$ cat config.mk
export PLATFORM = sky130hd
export DESIGN_NAME = fetch_prefetch_queue
export DESIGN_NICKNAME = d
export VERILOG_FILES = /design/src/rtl/fetch_prefetch_queue.sv
export SDC_FILE = /design/constraint.sdc
export NUM_CORES = 1
export LEC_CHECK = 0
export CAP_MARGIN = 15
export CORE_ASPECT_RATIO = 2
export CORE_MARGIN = 2
export CORE_UTILIZATION = 40
export CTS_CLUSTER_DIAMETER = 40
export DETAILED_ROUTE_END_ITERATION = 10
export MAX_ROUTING_LAYER = met4
export REMOVE_ABC_BUFFERS = 1
export SYNTH_ARGS = -nofsm -noshare
export SYNTH_HDL_FRONTEND = slang
export SYNTH_SLANG_ARGS = --single-unit
$ cat constraint.sdc
create_clock -name CLK -period 8 [get_ports CLK]
set_clock_uncertainty 0.2 [all_clocks]
set_input_delay 1.6 -clock CLK [delete_from_list [all_inputs] [get_ports CLK]]
set_output_delay 1.6 -clock CLK [all_outputs]
set_load 0.02 [all_outputs]
$ cat src/rtl/fetch_prefetch_queue.sv
// Instruction prefetch queue: fetches sequential words ahead of decode,
// buffers {pc, instr} pairs, and flushes/refetches on redirect.
module fetch_prefetch_queue #(
   parameter logic [31:0] RESET_PC = 32'h0000_0200,
   parameter int          DEPTH    = 4
) (
   input  logic                     CLK,
   input  logic                     RST,
   output logic [31:0]              iaddr,
   output logic                     iren,
   input  logic                     ibusy,
   input  logic [31:0]              irdata,
   input  logic                     redirect,
   input  logic [31:0]              redirect_pc,
   output logic [31:0]              instr,
   output logic [31:0]              pc,
   output logic                     instr_valid,
   input  logic                     deq_ready,
   output logic [$clog2(DEPTH):0]   count
);

   localparam int AW = $clog2(DEPTH);
   localparam int CW = AW + 1;
   localparam logic [CW-1:0] FULL = CW'(DEPTH);
   localparam logic [31:0]   NOP  = 32'h0000_0013;

   typedef enum logic [1:0] {
      S_IDLE,
      S_BUSY,
      S_DISCARD
   } state_t;

   state_t          state;
   logic [31:0]     fetch_pc;
   logic [31:0]     req_addr;
   logic [31:0]     rpc_al;
   logic [AW-1:0]   head;
   logic [AW-1:0]   tail;
   logic [CW-1:0]   count_nxt;
   logic            push;
   logic            pop;

   logic [31:0]     mem_pc    [DEPTH];
   logic [31:0]     mem_instr [DEPTH];

   assign rpc_al      = redirect_pc & ~32'h3;
   assign iaddr       = req_addr;
   assign instr_valid = (count != '0);
   assign instr       = instr_valid ? mem_instr[head] : NOP;
   assign pc          = instr_valid ? mem_pc[head] : fetch_pc;

   // Push on a live completion, pop on consume; redirect cancels both.
   always_comb begin
      push      = (state == S_BUSY) && !ibusy && !redirect;
      pop       = instr_valid && deq_ready && !redirect;
      count_nxt = count;
      if (redirect)
         count_nxt = '0;
      else if (push && !pop)
         count_nxt = count + CW'(1);
      else if (pop && !push)
         count_nxt = count - CW'(1);
   end

   // Request FSM; a request is only issued with a queue slot reserved.
   always_ff @(posedge CLK) begin
      if (RST) begin
         state    <= S_IDLE;
         iren     <= 1'b0;
         fetch_pc <= RESET_PC;
         req_addr <= RESET_PC;
      end else begin
         unique case (state)
            S_IDLE: begin
               if (redirect) begin
                  fetch_pc <= rpc_al;
               end else if (count < FULL) begin
                  state    <= S_BUSY;
                  iren     <= 1'b1;
                  req_addr <= fetch_pc;
               end
            end
            S_BUSY: begin
               if (redirect) begin
                  fetch_pc <= rpc_al;
                  if (ibusy) begin
                     state <= S_DISCARD;
                  end else begin
                     state <= S_IDLE;
                     iren  <= 1'b0;
                  end
               end else if (!ibusy) begin
                  fetch_pc <= req_addr + 32'd4;
                  if (count_nxt < FULL) begin
                     req_addr <= req_addr + 32'd4;
                  end else begin
                     state <= S_IDLE;
                     iren  <= 1'b0;
                  end
               end
            end
            S_DISCARD: begin
               if (redirect)
                  fetch_pc <= rpc_al;
               if (!ibusy) begin
                  state <= S_IDLE;
                  iren  <= 1'b0;
               end
            end
            default: begin
               state <= S_IDLE;
               iren  <= 1'b0;
            end
         endcase
      end
   end

   // Queue pointers and occupancy.
   always_ff @(posedge CLK) begin
      if (RST) begin
         head  <= '0;
         tail  <= '0;
         count <= '0;
      end else begin
         if (redirect) begin
            head <= '0;
            tail <= '0;
         end else begin
            if (pop)
               head <= head + AW'(1);
            if (push)
               tail <= tail + AW'(1);
         end
         count <= count_nxt;
      end
   end

   // Entry storage; written only on a live push.
   always_ff @(posedge CLK) begin
      if (!RST && push) begin
         mem_pc[tail]    <= req_addr;
         mem_instr[tail] <= irdata;
      end
   end

endmodule

==> flow_summary.ini <==
[critical_path]
crit_required_ns = 6.20
crit_chain = buf_4 -> mux4_2 -> nand2_1 -> nand2_1 -> clkdlybuf4s50_1
r2r-start = count[0]$_SDFFE_PP0P_
cp_num_buf_inv = 2
path_class = flip-flop to primary output
cp_slowest_cell = dfxtp_4
cp_top_family = buffers and inverters
critPathCaptureType = primary output
critPathLaunchType = flip-flop
slowest_delay_ns = 1.03
critPathMaxFanout = 45
worstPathArrival_ns = 3.39
crit_top_cell = nand2_1

[layout]
syn2layout_area_growth_pct = 22.0
final_util = 0.496
n_antenna_cell = 0
final_nets = 1261
layout-drive-gt1-share = 0.131
n_fill_cell = 3067

[timing]
setup_tns_ns = 0
hold_viol = 0
worstMarginPinSlew_ns = 1.20
fmax_ghz = 0.193
rsz0062_at_grt = false
finalCriticalPeriod_ns = 5.19
slew_viol_final = 0
period_share = 0.649
finalWorstSetupSlack_ns = 2.81
slew_headroom = 0.199
finalSetupViolCount = 0
fin_hold_ws_ns = 0.274

[yosys]
synthDistinctLibCells = 63
yosysWarningCount = 0
synth_compound_area_frac = 0.0773
async_reset_ff_frac = 0
synth_seq_cells = 332
avgSynthCellArea_um2 = 13.7
yosys.area_share.adder = 0.00877
dominantRegCellSynth = edfxtp_1
synth-xor-area-share = 0.0178
ys_seq_area_frac = 0.645
synth-simple-area-share = 0.122
synth_mux_area_frac = 0.102
synthCells = 1040
synth_edf_count = 256
netlist_area_um2 = 14300
synth_top_family_by_area = simple AND/OR/NAND/NOR gates

[power_and_ir_drop]
p_leak_uw = 0.00573
peakVddDrop_mv = 0.167
powerDensity_nw_per_um2 = 214

[grt]
grtUsageTotal = 0.206
grt_pass1_wl_um = 55900
grt_antenna_before_repair = 0
grt_pass1_vias = 9535
overflow = 0
grt_max_degree = 69

[drt]
routed_wl_um = 36600
dr.first_iter.drc_count = 471
post-route-drc-count = 0
wl_met3_um = 1390
first_pass_iters = 5
wl_met1_um = 13500
ant_nets = 0
vias_per_cell = 5.49
wl_per_cell_um = 22.2
dr.max_layer_used = met4
num_vias = 9069
wl_met2_um = 20300

[clocking]
cts_hold_buffers = 0
cts_buffer_depth = 3
cts_buffers = 34
cts_tree = built
cts_setup_buffers = 0
cts.sinks = 332
cts_resized = 0
insertion_delay_ns = 0.52
clkSlewWorstSetupHoldPaths_ns = 0.06
clk_root_buffer_cell = clkbuf_16
h-tree-depth = 2

[floorplan]
die_w_um = 138
core_um2 = 35100
rows = 97
start_util = 0.407
ioPinCount = 170
dieHeight_um = 271
dieArea_um2 = 37300

[placed_design]
place.gp.congestion = 0.842
io_buffers = 167
hpwl_um = 23200
dp_slack_ns = 2.27

[run_status]
outcome = finished clean

[job]
maxCapViolations = 0

[min_path]
hold_start = fetch_pc[17]$_SDFFE_PP0P_
hold_class = flip-flop to flip-flop
## Yosys cell counts, types with 10 or more instances
master	instances	area, um2
a21oi_1	53	265
a32oi_1	13	114
and2_1	33	206
buf_2	17	85.1
clkbuf_1	41	154
dfxtp_1	76	1520
edfxtp_1	256	7690
ha_1	10	125
inv_1	12	45.0
mux4_2	64	1440
nand2_1	158	593
nand2b_1	10	62.6
nand3_1	19	95.1
nand4_1	12	75.1
nor2_1	48	180
nor3_1	12	60.1
o21ai_0	27	135
xnor2_1	16	140
xor2_1	13	114
## per-stage QoR
step,std cells,power (uW),cell area (um2)
3_5_place_dp,1591,2180,16300
4_1_cts,1653,3770,17400
6_report,1653,3720,17400
3_3_place_gp,1591,2180,16300
5_1_grt,1653,3850,17400
2_1_floorplan,967,2040,13900
## cell families after synthesis
family	count (synthesis)
DFF	332
muxes	66
and+or+nand+nor	347
xor gates and xnor gates	29
AOI/OAI and AO/OA	170
adders and majority gates	10
buffers and inverters	86
## registers in the layout (all words and copies together) (netlist names), named ones only
name / cells
mem_pc: 128
mem_instr: 128
tail: 2
iren: 1
state: 2
head: 2
count: 3
iaddr: 32
fetch_pc: 32
## layer usage
metal | vias up | global-route usage
met3 | 65 | 0.0268
met1 | 4547 | 0.222
met2 | 230 | 0.372
li1 | 4227 | -
met5 | - | -
met4 | 0 | 0.0852
## layout by cell type, fill, tap and decap left out, drive strengths merged, types with 5 or more instances in the layout
cell           Yosys  layout
clkdlybuf4s50      0     166
nor2b              6       6
clkinv             1      12
or2                5       5
a211oi             7       7
ha                10      10
a21oi             54      54
clkbuf            41      43
xnor2             16      16
nand3             21      21
nand2            158     158
a211o              6       6
inv               12      14
nor4              10      10
a21o               6       6
o32ai              9       9
mux4              64      64
edfxtp           256     256
and2              33      33
a31oi              7       7
xor2              13      13
a32oi             13      13
nor3              14      14
and3               9       9
nor2              48      48
nand4             14      14
a22o               6       6
o21ai             33      33
nand2b            10      10
dfxtp             76      76
o211ai             8       8
buf               32      13
## power by group
part	total (uW)	switching, uW	internal (uW)
Combinational	234	130	105
Clock	1580	665	911
Sequential	1910	35.7	1870
Total	3720	830	2890
## path summary, 6_finish.rpt
kind | to | slack, ns | cells after the start
setup / recovery | pc[19] | 2.81 | 5
hold reg to reg | fetch_pc[17]$_SDFFE_PP0P_ | 0.27 | 2
setup reg to reg | iaddr[29]$_SDFFE_PP0P_ | 3.74 | 12
hold / removal | fetch_pc[17]$_SDFFE_PP0P_ | 0.27 | 2
## worst min-delay path, stage by stage, from the launching register on
cell     delay [ns]
dfxtp_1        0.32
nand2_1        0.06
a21oi_1        0.05
## final cells by class
| type | instances | area (um2) | share of cell area |
|---|---|---|---|
| multi-input combinational | 622 | 4720 | 0.271 |
| clock inverter | 19 | 158 | 0.00906 |
| clock buffer | 43 | 948 | 0.0545 |
| timing repair buffer | 179 | 1760 | 0.101 |
| tap | 445 | 557 | 0.0320 |
| sequential | 332 | 9220 | 0.529 |
| inverter | 13 | 48.8 | 0.00280 |
No activity file was read; power rests on OpenSTA's default activity.
